--- config.mk ---
export PLATFORM = sky130hd
export DESIGN_NAME = mem_access_ctrl_flat
export DESIGN_NICKNAME = d
export VERILOG_FILES = /design/src/rtl/cpu_pkg.sv /design/src/rtl/mem_access_ctrl_if.sv /design/src/rtl/mem_access_ctrl_prog_counter.sv /design/src/rtl/mem_access_ctrl.sv /design/src/flat_wrapper.sv
export SDC_FILE = /design/constraint.sdc
export NUM_CORES = 1
export LEC_CHECK = 0
export CORE_MARGIN = 5
export CORE_UTILIZATION = 44
export CTS_CLUSTER_SIZE = 8
export DETAILED_ROUTE_END_ITERATION = 7
export GPL_ROUTABILITY_DRIVEN = 1
export GPL_TIMING_DRIVEN = 0
export PLACE_DENSITY = 0.87
export SLEW_MARGIN = 20
export SYNTH_ARGS = -nofsm -noshare
export SYNTH_HDL_FRONTEND = slang
export SYNTH_HIERARCHICAL = 1
export SYNTH_SLANG_ARGS = --single-unit
--- constraint.sdc ---
create_clock -name clk_i -period 4.12 [get_ports clk_i]
set_clock_uncertainty 0.1 [all_clocks]
set_input_delay 1.236 -clock clk_i [delete_from_list [all_inputs] [get_ports clk_i]]
set_output_delay 1.236 -clock clk_i [all_outputs]
set_load 0.05 [all_outputs]
--- src/rtl/cpu_pkg.sv ---
// Shared definitions for the 4-bit CPU: datapath widths, opcode encodings and
// the memory access controller FSM state encoding.
package cpu_pkg;

    localparam int unsigned RegisterWidth      = 4;
    localparam int unsigned MemoryAddressWidth = 4;

    // Opcode map; NOP must stay 0000 so a reset instruction register is harmless.
    localparam logic [3:0] OpNop = 4'b0000;
    localparam logic [3:0] OpLd  = 4'b0001;
    localparam logic [3:0] OpSt  = 4'b0010;
    localparam logic [3:0] OpAdd = 4'b0011;
    localparam logic [3:0] OpSub = 4'b0100;
    localparam logic [3:0] OpAnd = 4'b0101;
    localparam logic [3:0] OpOr  = 4'b0110;
    localparam logic [3:0] OpXor = 4'b0111;
    localparam logic [3:0] OpNot = 4'b1000;
    localparam logic [3:0] OpShl = 4'b1001;
    localparam logic [3:0] OpShr = 4'b1010;
    localparam logic [3:0] OpJmp = 4'b1011;
    localparam logic [3:0] OpJz  = 4'b1100;
    localparam logic [3:0] OpJc  = 4'b1101;
    localparam logic [3:0] OpOut = 4'b1110;
    localparam logic [3:0] OpLdi = 4'b1111;

    // Memory access controller FSM states.
    localparam logic [2:0] StIdle  = 3'd0;
    localparam logic [2:0] StFetch = 3'd1;
    localparam logic [2:0] StData  = 3'd2;
    localparam logic [2:0] StRespF = 3'd3;
    localparam logic [2:0] StRespD = 3'd4;

endpackage

--- src/rtl/mem_access_ctrl_if.sv ---
// Bus bundle between the core, the memory access controller and the register
// memory. Signal names keep the controller's point of view (_i into it, _o out).
//   slave  : controller view (requests and memory read data in; strobes/results out)
//   master : core + memory view (drives requests and read data, observes the rest)
interface mem_access_ctrl_if #(
    parameter int unsigned REGISTER_WIDTH       = 4,
    parameter int unsigned MEMORY_ADDRESS_WIDTH = 4
);
    logic                            fetch_req_i;
    logic                            jump_en_i;
    logic [MEMORY_ADDRESS_WIDTH-1:0] jump_addr_i;
    logic                            data_req_i;
    logic                            data_we_i;
    logic [MEMORY_ADDRESS_WIDTH-1:0] data_addr_i;
    logic [REGISTER_WIDTH-1:0]       data_wdata_i;
    logic [REGISTER_WIDTH-1:0]       mem_data_i;
    logic                            mem_read_en_o;
    logic                            mem_write_en_o;
    logic [MEMORY_ADDRESS_WIDTH-1:0] mem_addr_o;
    logic [REGISTER_WIDTH-1:0]       mem_data_o;
    logic [REGISTER_WIDTH-1:0]       instr_o;
    logic [MEMORY_ADDRESS_WIDTH-1:0] pc_o;
    logic                            fetch_valid_o;
    logic [REGISTER_WIDTH-1:0]       data_rdata_o;
    logic                            data_valid_o;
    logic                            busy_o;

    modport slave (
        input  fetch_req_i, jump_en_i, jump_addr_i, data_req_i, data_we_i, data_addr_i,
               data_wdata_i, mem_data_i,
        output mem_read_en_o, mem_write_en_o, mem_addr_o, mem_data_o, instr_o, pc_o,
               fetch_valid_o, data_rdata_o, data_valid_o, busy_o
    );

    modport master (
        output fetch_req_i, jump_en_i, jump_addr_i, data_req_i, data_we_i, data_addr_i,
               data_wdata_i, mem_data_i,
        input  mem_read_en_o, mem_write_en_o, mem_addr_o, mem_data_o, instr_o, pc_o,
               fetch_valid_o, data_rdata_o, data_valid_o, busy_o
    );

endinterface

--- src/rtl/mem_access_ctrl_prog_counter.sv ---
// Program counter: loads a jump target or increments, wrapping modulo 2^Width.
//   clk_i/reset_i : clock, async active-high reset (pc -> 0)
//   load_i        : take load_addr_i (wins over inc_i)
//   inc_i         : advance by one
//   pc_o          : current PC
module prog_counter #(
    parameter int unsigned Width = 4
) (
    input  logic             clk_i,
    input  logic             reset_i,
    input  logic             load_i,
    input  logic [Width-1:0] load_addr_i,
    input  logic             inc_i,
    output logic [Width-1:0] pc_o
);

    logic [Width-1:0] pc_d, pc_q;

    always_comb begin
        pc_d = pc_q;
        if (load_i) begin
            pc_d = load_addr_i;
        end else if (inc_i) begin
            pc_d = pc_q + Width'(1);  // natural wrap, no carry out
        end
    end

    always_ff @(posedge clk_i or posedge reset_i) begin
        if (reset_i) begin
            pc_q <= '0;
        end else begin
            pc_q <= pc_d;
        end
    end

    assign pc_o = pc_q;

endmodule

--- src/rtl/mem_access_ctrl.sv ---
// Single initiator on the register memory port. Serves instruction fetch and
// LD/ST from the core: level-held requests become one-cycle memory strobes, and
// results come back registered with a one-cycle valid pulse.
//   clk_i/reset_i : clock, async active-high reset (aborts any access)
//   bus           : request/response and memory port bundle (slave view)
module mem_access_ctrl
    import cpu_pkg::*;
#(
    parameter int unsigned REGISTER_WIDTH       = RegisterWidth,
    parameter int unsigned MEMORY_ADDRESS_WIDTH = MemoryAddressWidth
) (
    input  logic              clk_i,
    input  logic              reset_i,
    mem_access_ctrl_if.slave  bus
);

    logic [2:0]                      state_d, state_q;
    logic                            we_d, we_q;
    logic [MEMORY_ADDRESS_WIDTH-1:0] addr_d, addr_q;
    logic [REGISTER_WIDTH-1:0]       wdata_d, wdata_q;
    logic [REGISTER_WIDTH-1:0]       instr_d, instr_q;
    logic [REGISTER_WIDTH-1:0]       rdata_d, rdata_q;
    logic                            pc_load, pc_inc;
    logic [MEMORY_ADDRESS_WIDTH-1:0] pc;

    prog_counter #(
        .Width (MEMORY_ADDRESS_WIDTH)
    ) u_prog_counter (
        .clk_i       (clk_i),
        .reset_i     (reset_i),
        .load_i      (pc_load),
        .load_addr_i (bus.jump_addr_i),
        .inc_i       (pc_inc),
        .pc_o        (pc)
    );

    // Next-state: requests are only looked at in IDLE; jump beats data beats fetch.
    always_comb begin
        state_d = state_q;
        we_d    = we_q;
        addr_d  = addr_q;
        wdata_d = wdata_q;
        instr_d = instr_q;
        rdata_d = rdata_q;
        pc_load = 1'b0;
        pc_inc  = 1'b0;
        case (state_q)
            StIdle: begin
                if (bus.jump_en_i) begin
                    pc_load = 1'b1;
                end else if (bus.data_req_i) begin
                    we_d    = bus.data_we_i;
                    addr_d  = bus.data_addr_i;
                    wdata_d = bus.data_wdata_i;
                    state_d = StData;
                end else if (bus.fetch_req_i) begin
                    state_d = StFetch;
                end
            end
            StFetch: begin
                instr_d = bus.mem_data_i;
                pc_inc  = 1'b1;
                state_d = StRespF;
            end
            StData: begin
                rdata_d = we_q ? '0 : bus.mem_data_i;
                state_d = StRespD;
            end
            default: state_d = StIdle;  // both RESP states, plus illegal codes
        endcase
    end

    always_ff @(posedge clk_i or posedge reset_i) begin
        if (reset_i) begin
            state_q <= StIdle;
            we_q    <= 1'b0;
            addr_q  <= '0;
            wdata_q <= '0;
            instr_q <= '0;
            rdata_q <= '0;
        end else begin
            state_q <= state_d;
            we_q    <= we_d;
            addr_q  <= addr_d;
            wdata_q <= wdata_d;
            instr_q <= instr_d;
            rdata_q <= rdata_d;
        end
    end

    // Memory port is decoded from state so reset drops strobes asynchronously.
    always_comb begin
        bus.mem_read_en_o  = 1'b0;
        bus.mem_write_en_o = 1'b0;
        bus.mem_addr_o     = '0;
        bus.mem_data_o     = '0;
        case (state_q)
            StFetch: begin
                bus.mem_read_en_o = 1'b1;
                bus.mem_addr_o    = pc;
            end
            StData: begin
                bus.mem_read_en_o  = ~we_q;
                bus.mem_write_en_o = we_q;
                bus.mem_addr_o     = addr_q;
                bus.mem_data_o     = we_q ? wdata_q : '0;
            end
            default: ;
        endcase
    end

    assign bus.instr_o       = instr_q;
    assign bus.pc_o          = pc;
    assign bus.data_rdata_o  = rdata_q;
    assign bus.fetch_valid_o = (state_q == StRespF);
    assign bus.data_valid_o  = (state_q == StRespD);
    assign bus.busy_o        = (state_q != StIdle);

endmodule

--- src/flat_wrapper.sv ---
// flat-port wrapper written by rule: the top's interface ports become plain ports
module mem_access_ctrl_flat import cpu_pkg::*;
#(
    parameter int unsigned REGISTER_WIDTH       = RegisterWidth,
    parameter int unsigned MEMORY_ADDRESS_WIDTH = MemoryAddressWidth
)
  (clk_i, reset_i, bus_fetch_req_i, bus_jump_en_i, bus_jump_addr_i, bus_data_req_i, bus_data_we_i, bus_data_addr_i, bus_data_wdata_i, bus_mem_data_i, bus_mem_read_en_o, bus_mem_write_en_o, bus_mem_addr_o, bus_mem_data_o, bus_instr_o, bus_pc_o, bus_fetch_valid_o, bus_data_rdata_o, bus_data_valid_o, bus_busy_o);
  mem_access_ctrl_if #(.REGISTER_WIDTH(REGISTER_WIDTH), .MEMORY_ADDRESS_WIDTH(MEMORY_ADDRESS_WIDTH)) bus_i ();
  input  logic clk_i;
  input  logic reset_i;
  input wire logic [$bits(bus_i.fetch_req_i)-1:0] bus_fetch_req_i;
  input wire logic [$bits(bus_i.jump_en_i)-1:0] bus_jump_en_i;
  input wire logic [$bits(bus_i.jump_addr_i)-1:0] bus_jump_addr_i;
  input wire logic [$bits(bus_i.data_req_i)-1:0] bus_data_req_i;
  input wire logic [$bits(bus_i.data_we_i)-1:0] bus_data_we_i;
  input wire logic [$bits(bus_i.data_addr_i)-1:0] bus_data_addr_i;
  input wire logic [$bits(bus_i.data_wdata_i)-1:0] bus_data_wdata_i;
  input wire logic [$bits(bus_i.mem_data_i)-1:0] bus_mem_data_i;
  output wire logic [$bits(bus_i.mem_read_en_o)-1:0] bus_mem_read_en_o;
  output wire logic [$bits(bus_i.mem_write_en_o)-1:0] bus_mem_write_en_o;
  output wire logic [$bits(bus_i.mem_addr_o)-1:0] bus_mem_addr_o;
  output wire logic [$bits(bus_i.mem_data_o)-1:0] bus_mem_data_o;
  output wire logic [$bits(bus_i.instr_o)-1:0] bus_instr_o;
  output wire logic [$bits(bus_i.pc_o)-1:0] bus_pc_o;
  output wire logic [$bits(bus_i.fetch_valid_o)-1:0] bus_fetch_valid_o;
  output wire logic [$bits(bus_i.data_rdata_o)-1:0] bus_data_rdata_o;
  output wire logic [$bits(bus_i.data_valid_o)-1:0] bus_data_valid_o;
  output wire logic [$bits(bus_i.busy_o)-1:0] bus_busy_o;
  assign bus_i.fetch_req_i = bus_fetch_req_i;
  assign bus_i.jump_en_i = bus_jump_en_i;
  assign bus_i.jump_addr_i = bus_jump_addr_i;
  assign bus_i.data_req_i = bus_data_req_i;
  assign bus_i.data_we_i = bus_data_we_i;
  assign bus_i.data_addr_i = bus_data_addr_i;
  assign bus_i.data_wdata_i = bus_data_wdata_i;
  assign bus_i.mem_data_i = bus_mem_data_i;
  assign bus_mem_read_en_o = bus_i.mem_read_en_o;
  assign bus_mem_write_en_o = bus_i.mem_write_en_o;
  assign bus_mem_addr_o = bus_i.mem_addr_o;
  assign bus_mem_data_o = bus_i.mem_data_o;
  assign bus_instr_o = bus_i.instr_o;
  assign bus_pc_o = bus_i.pc_o;
  assign bus_fetch_valid_o = bus_i.fetch_valid_o;
  assign bus_data_rdata_o = bus_i.data_rdata_o;
  assign bus_data_valid_o = bus_i.data_valid_o;
  assign bus_busy_o = bus_i.busy_o;
  mem_access_ctrl #(.REGISTER_WIDTH(REGISTER_WIDTH), .MEMORY_ADDRESS_WIDTH(MEMORY_ADDRESS_WIDTH)) u_core (.clk_i(clk_i), .reset_i(reset_i), .bus(bus_i));
endmodule
==> results.md <==
* CTS tree: yes
* Setup repair after global routing missed its margin: no
* Vias/cell at 5.04
* Timing-limited maximum frequency at 0.261 GHz
* PwrDens at around 920 nW/um^2
* Max Transition Viols Final at 0
* Antenna Nets Post-Route at 0
* Worst hold-check path type: register to register
* Cell Area, Placed at around 1600 um^2
* Netlist cell types at 29
* Leading cell type by number of instances after synthesis: dfrtp_1
* Post-route fraction of the period consumed by the critical path at 0.931
* Post-synthesis net count at 116
* Cells taking the most area after synthesis: dfrtp_1 54%, mux2_1 13%, nand2_1 4.1%
* Number of buffers inserted by port buffering at 46
* Setup tns final at 0 ns
* Total number of yosys warnings at 6
* Height of the chip at around 60 um
* Worst path required time at 2.78 ns
* Top post-synthesis cells by count: 24 x dfrtp_1, 13 x mux2_1, 12 x nand2_1
* Core footprint at 2430 um^2
* Clock root buffer: clkbuf_4
* Gp weighted congestion at 0.769
* Mean post-synth cell area at 11.9 um^2
* Maximum ir drop on the vdd rail at around 0.64 mV
* TritonCTS Buffers at 3
* List of cells traversed by the critical path: or3b_1 -> buf_2 -> clkinv_4 -> buf_6 -> and3_1 -> clkdlybuf4s50_1
* Run status: finished, final reports clean
* Number of setup violations in the final report at 0
* Row count at 18
* Cell Area, Synth at 1100 um^2
* GR Overflow Total at 0
* I/O pin total at 47
* DPL Wire Length at 2040 um
* Wirelength, routed at between 2000 and 3000 um
* Critical setup path kind: register to output port
* Worst-Skew Late Latency at 0.30 ns
* Initial antenna violation count at 0
* Largest net degree at the start of global routing at 21
* Top Family by Delay on Critical Path: buffers and inverters
* Maximum capacitance violations at 0
* Worst slew margin relative to its limit at 0.503
* Hold_buf cts at 0
* Least-Margin Pin Slew at 0.745 ns
* Maximum net fanout on the critical path at 10
* Share of flip-flops with an asynchronous set or reset at 1.00
* Total via count after detailed routing at 867
* Antenna cell count at 0
* Post-layout min period at 3.84 ns
* Clk sinks at 24
* Non-filler instance count after layout at 172
* Detail-routed net length per standard cell at 14.5 um
* Total Routing Usage GR at 0.149
* Vias in the first global route at 865
* Width of the chip at 60.1 um
* Buffer levels on the longest clock path at 2
* Die area at 3610 um^2
* Cell area after layout at 1630 um^2
* Buffer count from post-CTS setup fixing at 0
* Setup crit end kind: output port
* First-pass GRT wire length at 4060 um
* Share of the synthesized area in the top cell type at 0.544
* DRC errors left at 0
* Register area share after synthesis at 0.544
* Number of design-rule violations left by the first detailed-router iteration at 21
* Initial cell density of the core at 0.454
* Relative area change from synthesis to final layout at 47.1%
* Cell at the slowest stage of the critical path: clkdlybuf4s50_1
* Count of buffer and inverter cells on the critical path at 4
* Layout cell share with drive strength beyond 1 at 0.0775
* EDFF count, synth at 0
* Syn Inst Count at 93
* Total of cells resized after clock tree synthesis at 0
* Count of H-tree levels built during CTS at 1
* First-pass DRT Iterations at 4
* Leakage at 0.712 nW
* Top cell type by total area after synthesis: dfrtp_1
* Final hold violations at 0
* Number of placed cells counting well taps at 169
* Primary flip-flop cell chosen by synthesis mapping: dfrtp_1
* Slowest cell delay on critical path at 0.81 ns
* Total of flip-flops plus latches after synthesis at 24
* Net count reported at finish at 167
* Worst Setup Start Kind: register
* Clk pin slew, worst setup/hold paths at about 0.12 ns
* Data arrival time at the worst-slack endpoint at 2.50 ns
-- cells by family (layout without fill, tap and decap cells) --
kind of cell,after synthesis,count (layout),share of synthesized area
and+or+nand+nor,33,33,0.169
DFF,24,24,0.544
muxes,15,15,0.152
AOI/OAI and AO/OA,9,9,0.0600
buffers and inverters,8,57,0.0408
xor gates and xnor gates,3,3,0.0238
adders and majority gates,1,1,0.0113
-- power by group --
| group | total [mW] | switching [mW] | internal [mW] |
|---|---|---|---|
| combinational | 0.966 | 0.607 | 0.359 |
| sequential | 0.435 | 0.0844 | 0.350 |
| clock | 0.0969 | 0.0629 | 0.0340 |
-- final timing paths --
kind / start / end / slack, ns / cells after the start
worst max-delay path: u_core/state_q[0] / bus_mem_data_o[1] / 0.28 / 6
worst min-delay path: u_core/bus.data_rdata_o[3] / u_core/bus.data_rdata_o[3] / 0.39 / 2
worst max register to register: u_core/state_q[1] / u_core/u_prog_counter/pc_o[3] / 2.24 / 5
worst min register to register: u_core/bus.data_rdata_o[3] / u_core/bus.data_rdata_o[3] / 0.39 / 2
max in group asynchronous: reset_i / u_core/bus.data_rdata_o[2] / 2.15 / 2
min in group asynchronous: reset_i / u_core/u_prog_counter/pc_o[3] / 1.05 / 2
-- worst min-delay path, stage by stage (launching register included) --
cell and delay, ns:
dfrtp_1 0.36, nand2_1 0.05, nand2_1 0.05
-- layer usage --
layer / routed length (um) / global-route usage / vias to the layer above
met4: 31 / 0.0475 / 0
met1: 1030 / 0.194 / 417
li1: - / - / 423
met5: 0 / 0 / -
met3: 153 / 0.0281 / 2
met2: 1290 / 0.250 / 25
-- metrics by stage --
| step | hold slack, ns | setup slack, ns | power, mW | utilization |
|---|---|---|---|---|
| 2_1_floorplan | 0.356 | 1.11 | 1.10 | - |
| 3_3_place_gp | 0.351 | 0.670 | 1.39 | 0.659 |
| 3_5_place_dp | 0.367 | 0.611 | 1.42 | 0.659 |
| 4_1_cts | 0.395 | 0.266 | 1.51 | 0.668 |
| 5_1_grt | 0.421 | 0.170 | 1.59 | 0.668 |
| 6_report | 0.387 | 0.284 | 1.50 | 0.668 |
-- sequential cells by signal (all words and copies together), names as in the netlist --
name / cells
u_core/we_q: 1
u_core/addr_q: 4
u_core/u_prog_counter/pc_o: 4
u_core/state_q: 3
u_core/bus.instr_o: 4
u_core/bus.data_rdata_o: 4
u_core/wdata_q: 4
-- layout make-up --
type	count	area [um^2]
buffer	4	25.0
clock buffer	3	22.5
fill	198	807
inverter	4	20.0
multi-input combinational	61	459
sequential	24	601
tap	30	37.5
timing repair buffer	46	460
-- cell usage in the layout (no fill, tap or decap) --
cell,synthesis,final
a22o_1,4,4
a31o_2,1,1
and2_1,2,2
and3_1,4,4
and3b_1,1,1
buf_2,2,2
buf_6,1,1
clkbuf_1,1,1
clkbuf_4,0,3
clkdlybuf4s50_1,0,46
clkinv_4,1,1
dfrtp_1,24,24
ha_1,1,1
inv_1,3,3
mux2_1,13,13
mux2_2,1,1
mux2i_1,1,1
nand2_1,12,12
nand2_2,1,1
nand3b_1,4,4
nand4_1,1,1
nor2_1,2,2
nor2b_1,1,1
nor3_1,1,1
nor3_2,1,1
nor3b_1,2,2
o21ai_0,3,3
o21bai_1,1,1
or3b_1,1,1
xnor2_1,2,2
xor2_1,1,1
Power figures use the tool's default switching activity.
